--- config.mk ---
export PLATFORM = sky130hd
export DESIGN_NAME = multi_channel_clock_divider
export DESIGN_NICKNAME = d
export VERILOG_FILES = /design/src/rtl/multi_channel_clock_divider.sv
export SDC_FILE = /design/constraint.sdc
export NUM_CORES = 1
export LEC_CHECK = 0
export ABC_AREA = 1
export BUFFER_PORTS_ARGS = -buffer_cell sky130_fd_sc_hd__buf_2
export CAP_MARGIN = 20
export CELL_PAD_IN_SITES_DETAIL_PLACEMENT = 1
export CELL_PAD_IN_SITES_GLOBAL_PLACEMENT = 1
export CORE_ASPECT_RATIO = 1.4
export CORE_MARGIN = 2
export CORE_UTILIZATION = 48
export CTS_CLUSTER_DIAMETER = 150
export DETAILED_ROUTE_END_ITERATION = 10
export GPL_TIMING_DRIVEN = 0
export HOLD_SLACK_MARGIN = 0.08
export PLACE_DENSITY = 0.95
export SLEW_MARGIN = 20
export SYNTH_ARGS = -nofsm -noshare
export SYNTH_HDL_FRONTEND = slang
export SYNTH_SLANG_ARGS = --single-unit
export TNS_END_PERCENT = 100
--- constraint.sdc ---
create_clock -name inclk -period 5.5 [get_ports inclk]
set_input_delay 1.375 -clock inclk [delete_from_list [all_inputs] [get_ports inclk]]
set_output_delay 1.375 -clock inclk [all_outputs]
set_load 0.05 [all_outputs]
--- src/rtl/multi_channel_clock_divider.sv ---
// N-channel programmable clock divider with shadowed, boundary-applied divisors.
// Optional DIVIDER_DUTY_EN adds div_high for independent high/low phase counts.
module multi_channel_clock_divider #(
  parameter int NUM_CH = 4,
  parameter int CNT_W  = 32
) (
  input  logic                    inclk,
  input  logic                    Reset,
  input  logic [NUM_CH-1:0]       ch_en,
  input  logic [NUM_CH*CNT_W-1:0] div_count,
`ifdef DIVIDER_DUTY_EN
  input  logic [NUM_CH*CNT_W-1:0] div_high,
`endif
  input  logic [NUM_CH-1:0]       div_load,
  output logic [NUM_CH-1:0]       div_busy,
  output logic [NUM_CH-1:0]       outclk,
  output logic [NUM_CH-1:0]       outclk_Not,
  output logic [NUM_CH-1:0]       edge_tick
);

  for (genvar i = 0; i < NUM_CH; i++) begin : g_ch
    logic [CNT_W-1:0] counter;
    logic [CNT_W-1:0] act_lo;
    logic [CNT_W-1:0] act_hi;
    logic [CNT_W-1:0] shd_lo;
    logic [CNT_W-1:0] shd_hi;
    logic [CNT_W-1:0] new_lo;
    logic [CNT_W-1:0] new_hi;
    logic [CNT_W-1:0] limit;
    logic             pending;
    logic             clk_q;
    logic             nclk_q;
    logic             tick_q;
    logic             toggle;
    logic             apply;

    assign new_lo = div_count[i*CNT_W +: CNT_W];
`ifdef DIVIDER_DUTY_EN
    assign new_hi = div_high[i*CNT_W +: CNT_W];
`else
    assign new_hi = new_lo;
`endif

    // outclk high means we are timing the high phase
    assign limit  = clk_q ? act_hi : act_lo;
    assign toggle = ch_en[i] && (counter >= limit);
    assign apply  = pending && (!ch_en[i] || (toggle && clk_q));

    always_ff @(posedge inclk) begin
      if (Reset) begin
        counter <= '0;
        act_lo  <= '0;
        act_hi  <= '0;
        shd_lo  <= '0;
        shd_hi  <= '0;
        pending <= 1'b0;
        clk_q   <= 1'b0;
        nclk_q  <= 1'b1;
        tick_q  <= 1'b0;
      end else begin
        if (apply) begin
          act_lo <= shd_lo;
          act_hi <= shd_hi;
        end
        // a load coinciding with apply keeps pending set
        if (div_load[i]) begin
          shd_lo  <= new_lo;
          shd_hi  <= new_hi;
          pending <= 1'b1;
        end else if (apply) begin
          pending <= 1'b0;
        end
        if (!ch_en[i]) begin
          counter <= '0;
          clk_q   <= 1'b0;
          nclk_q  <= 1'b1;
          tick_q  <= 1'b0;
        end else if (toggle) begin
          counter <= '0;
          clk_q   <= ~clk_q;
          nclk_q  <= clk_q;
          tick_q  <= 1'b1;
        end else begin
          counter <= counter + 1'b1;
          tick_q  <= 1'b0;
        end
      end
    end

    assign div_busy[i]   = pending;
    assign outclk[i]     = clk_q;
    assign outclk_Not[i] = nclk_q;
    assign edge_tick[i]  = tick_q;
  end

endmodule

**Yosys cells after proc, flatten, opt, wreduce, memory -nomap -nowiden**

Cells that the tools add are included.

- Register bits: 400
- Input bits: 138
- Output and inout port bits: 16
- Logic and storage cells: 88

- Add/sub/neg operators: 4
- Order comparisons: 4
- Muxes and demuxes: 12
- Bitwise logic cells: 8
- Reduce and logical (&&, ||, !) cells: 32

Operators by type and width:

| cell | count |
|---|---|
| $add A32 B1 Y32 const B | 4 |
| $ge A32 B32 Y1 | 4 |
| $logic_and A1 B1 Y1 | 12 |
| $mux W1 | 12 |
| $reduce_or A3 Y1 | 4 |
| $not A1 Y1 | 8 |
| $reduce_bool A2 Y1 | 4 |
| $reduce_or A2 Y1 | 4 |
| $logic_not A1 Y1 | 4 |
| $logic_or A1 B1 Y1 | 4 |

**Logic depth before layout (Yosys ltp)**

- Depth in word-level cells: 7
- Mapped depth: 20
- Gate-level depth less buffers: 18

**Worst setup path after synthesis**

OpenSTA, ideal clock, no wires.

- Path kind: input port to flip-flop
- Start: in Reset
- End: reg g_ch[0].tick_q
- Library setup time: 0.064 ns
- Arrival time: 2.399 ns
- Required time: 5.436 ns
- Path slack: 3.037 ns
- Stages on the path: 6
- Buffers on the path: 3
- Path through: clkbuf_1 > inv_2 > clkbuf_1 > buf_1 > nand2_1 > nor2_1

- Longest elaborated chain between the ends: 1

RTL lines:

| item | line | source |
|---|---|---|
| from (decl) | 8 | `input logic Reset,` |
| $reduce_or A2 Y1 (no source line) | -- |  |
| to (signal assigned) | 59 | `tick_q <= 1'b0;` |
| to (signal assigned) | 77 | `tick_q <= 1'b0;` |
| to (signal assigned) | 82 | `tick_q <= 1'b1;` |
| to (decl) | 33 | `logic tick_q;` |

No other way between the ends.
A chain may end at the register's enable or synchronous reset.

==> results <==
- The count of input and output buffers is 152.
- The endpoint of the most critical register-to-register path is g_ch[2].counter[18]$_SDFF_PP0_.
- The initial utilization of the core area, before any placement, comes to 48.7%.
- The number of nets still failing antenna checks after routing is 0.
- Timing analysis after detailed placement gives a worst setup slack of 1.39 ns.
- In the synthesized netlist the dominant register cell turns out to be sky130_fd_sc_hd__dfxtp_1.
- Data on the critical path is required at its endpoint by 5.98 ns.
- The synthesized flop and latch total is 400.
- The core region is 41,200 um2.
- The synthesis-to-layout area growth is 14.9%.
- The number of slew-limit violations in the final report is 0.
- The length of the first detailed-routing pass in iterations is 7.
- The net count of the finished layout is 3,232.
- The Yosys warning count is 0.
- The max-cap violation count is 0.
- The leakage dissipation is 9.78 nW.
- Along the worst path, the maximum fanout reaches 10.
- The cell taking the most area after synthesis is sky130_fd_sc_hd__dfxtp_1.
- The iteration-0 DRC count of the detailed router is 1,025.
- The sink count of the clock tree is 400.
- After layout, the worst setup slack is 1.76 ns.
- The congestion estimate from routability-driven global placement came to 0.906.
- The repair_antennas step left the layout with diodes totalling 0.
- The total of cells resized after clock tree synthesis is 0.
- The horizontal extent of the die is 177 um.
- The CTS H-tree depth is 2.
- Counting flops with an async set or reset pin after synthesis yields a share of 0%.
- In this run the post-CTS setup repair buffer count came out at 0.
- The power per standard cell area is 309 nW/um2.
- For this run, design rule violations remaining after detail routing come to 0.
- Counting the buffers created by CTS gives 42.
- After detailed routing, the average wire length per cell comes to 19.1 um.
- The run finished with clean final reports.
- Averaged over all synthesized cells, the footprint is 7.24 um2.
- For the worst setup path, the data arrival time is 4.22 ns.
- Of the available clock period, the critical path in the final layout requires 67.9%.
- After clock tree synthesis, the flow added hold-fix buffers numbering 0.
- The die outline area is 43,400 um2.
- Headroom to the max-slew limit came out at 30.2%.
- Along the worst hold path, the cell count comes to 2.
- Ranked by total cell area, the synthesized netlist is headed by sky130_fd_sc_hd__dfxtp_1 40%, sky130_fd_sc_hd__a21oi_1 8.8%, sky130_fd_sc_hd__nand2_1 8.5%.
- In this run the worst hold path is classified as flop to flop.
- Summed over all layers, the routed wires come to 67,600 um.
- Synthesis produced 2,766 cells.
- The actual transition at the worst max-transition pin is 1.05 ns.
- The startpoint identified for the worst hold timing path is g_ch[2].shd_hi[1]$_SDFFE_PP0P_.
- The cell with the most instances on the worst path is sky130_fd_sc_hd__clkbuf_1.
- The critical path's largest stage delay is 0.80 ns.
- The number of buffers and inverters on the critical path is 4.
- Measured along the y axis, the die boundary spans 246 um.
- The portion of the post-synthesis area used by sequential elements is 40.0%.
- Clock-pin slew was measured on the worst setup and hold paths at 0.06 ns.
- The maximum number of pins on one net before global-route repair is 15.
- The number of flops mapped to enable cells by yosys is 0.
- The number of nets in the synthesized netlist is 3,036.
- The share of the synthesized area in the top cell type is 40.0%.
- The hold violation total from the final report is 0.
- Yosys instantiated no cell more often than sky130_fd_sc_hd__nand2_1.
- The wire length of the first global-routing pass is 107,000 um.
- The tightest hold margin is 0.459 ns.
- Based on the critical path, the design can be clocked at up to 268 MHz.
- The global-route usage over all layers is 30.7%.
- The worst setup path is launched from an input pin.
- The via count of the first global-routing pass is 21,430.
- The final setup TNS is 0 ns.
- Counting instances in the post-synthesis netlist gives the leading cell types as 455 x sky130_fd_sc_hd__nand2_1, 400 x sky130_fd_sc_hd__dfxtp_1, 397 x sky130_fd_sc_hd__inv_1.
- The remaining global-route overflow is 0.
- The later-pin clock latency in the skew report is 0.57 ns.
- The number of vias in the routed layout is 19,508.
- After legalization and detailed placement, the total HPWL measured 47,400 um.
- Traced cell by cell, the critical path runs through clkbuf_1 > inv_2 > clkbuf_1 > clkbuf_1 > o21ai_0 > a21oi_1.
- Setup repair after global routing left no endpoint under its margin.
- Setup violations remaining at the end of the flow were counted as 0.
- The worst hold path terminates at g_ch[2].shd_hi[1]$_SDFFE_PP0P_.
- VDD sags by at most 313 uV.
- The ratio of cells with drive above 1 in the final layout is 11.7%.
- STA classifies the critical path endpoint as a flop.
- The maximum clock insertion buffer count is 3.
- The distinct cell type count after synthesis is 43.
- Cells fill 55.9% of the core in the end.
- The top-level I/O count is 154.
- The clock tree from TritonCTS is built.
- The number of rows in the core area is 88.
- The initial antenna violation count is 0.
- The cell area that synthesis handed to floorplanning was 20,000 um2.
- The critical register-to-register path startpoint is g_ch[2].act_hi[25]$_SDFFE_PP0P_.
- The class of the most critical setup path is input pin to flop.
- The clock period could shrink to 3.74 ns.
- The worst-path cell with the longest stage delay is sky130_fd_sc_hd__clkbuf_1.
- The number of filler cells placed in the layout is 5,356.
- The family of cells with the greatest summed delay on the critical path is buffers and inverters.
- The CTS root buffer is sky130_fd_sc_hd__clkbuf_16.
- After detailed routing, the number of vias per cell comes to 5.52.
- The register-to-register setup slack is 2.69 ns.
- The number of cells on the worst reg-to-reg path is 12.
- The clock skew after layout is 0.0188 ns.
==> layout make-up <==
class	instances	area (um2)	share of cell area [%]
Clock inverter	16	290	1.26
Sequential cell	400	8010	34.8
Inverter	404	1520	6.58
Tap cell	540	676	2.93
Timing Repair Buffer	152	761	3.30
Buffer	141	697	3.03
Multi-Input combinational cell	1821	9820	42.6
Clock buffer	59	1270	5.51
==> placed cells by master (no fill, tap or decap), types with 11 or more instances in the layout <==
cell,n
sky130_fd_sc_hd__o21ai_0,140
sky130_fd_sc_hd__xor2_1,41
sky130_fd_sc_hd__nand4_1,27
sky130_fd_sc_hd__xnor2_1,17
sky130_fd_sc_hd__o21a_1,12
sky130_fd_sc_hd__buf_4,40
sky130_fd_sc_hd__dfxtp_1,400
sky130_fd_sc_hd__nand2_1,455
sky130_fd_sc_hd__buf_2,166
sky130_fd_sc_hd__nor3_1,55
sky130_fd_sc_hd__inv_1,397
sky130_fd_sc_hd__clkbuf_1,81
sky130_fd_sc_hd__nor3b_1,15
sky130_fd_sc_hd__nand3_1,169
sky130_fd_sc_hd__ha_1,132
sky130_fd_sc_hd__or2_2,14
sky130_fd_sc_hd__nor2_1,303
sky130_fd_sc_hd__buf_1,11
sky130_fd_sc_hd__a21oi_1,352
sky130_fd_sc_hd__clkbuf_16,45
==> power by group <==
part           switching (mW)  leakage (nW)  total, mW  internal [mW]
clock network            1.26         0.767       3.25           1.98
registers              0.0657          3.27       3.09           3.03
logic                   0.530          5.73      0.782          0.251
==> tightest hold or removal path: stages (launching register included) <==
cell	delay, ns
sky130_fd_sc_hd__dfxtp_1	0.30
sky130_fd_sc_hd__inv_1	0.06
sky130_fd_sc_hd__a21oi_1	0.06
==> cell families (layout without fill, tap and decap cells) <==
logic type	after synthesis	after routing	share of synthesized area (%)
flops	400	400	40.0
fa+ha+maj	132	132	8.24
xor+xnor	58	58	2.53
simple gates	1110	1110	24.9
compound gates	521	521	13.3
buf+inv	545	772	11.0
==> worst max path at each step <==
stage,startpoint,to,slack (ns),depth (start not counted)
floorplan,Reset,g_ch[0].tick_q$_SDFF_PP0_,3.04,6
global placement,Reset,g_ch[3].shd_hi[2]$_SDFFE_PP0P_,1.47,6
detailed placement,Reset,g_ch[3].shd_hi[2]$_SDFFE_PP0P_,1.39,6
CTS,Reset,g_ch[3].shd_hi[2]$_SDFFE_PP0P_,1.87,6
global route,Reset,g_ch[3].shd_hi[2]$_SDFFE_PP0P_,1.76,6
finish,Reset,g_ch[3].shd_hi[2]$_SDFFE_PP0P_,1.76,6
==> flip-flops by register name, indices dropped and copies added, names as in the netlist <==
| name | cells |
|---|---|
| g_ch.act_hi | 128 |
| g_ch.counter | 128 |
| g_ch.clk_q | 4 |
| g_ch.nclk_q | 4 |
| g_ch.shd_hi | 128 |
| g_ch.pending | 4 |
| g_ch.tick_q | 4 |
==> per-stage QoR <==
step,area [um2],std cells,power [mW]
after floorplan,20000,2766,3.62
after global placement,21500,3458,3.83
after detailed placement,21500,3458,3.89
after CTS,23000,3533,7.14
after global routing,23000,3533,7.34
final,23000,3533,7.12
==> per-layer routing <==
layer | global-route usage, % | share of wire, %
met5 | 0 | 0
met4 | 18.5 | 6.3
met3 | 4.56 | 4.6
met2 | 58.6 | 53
met1 | 30.9 | 36
Note: power is estimated with default switching activity, not from simulation.
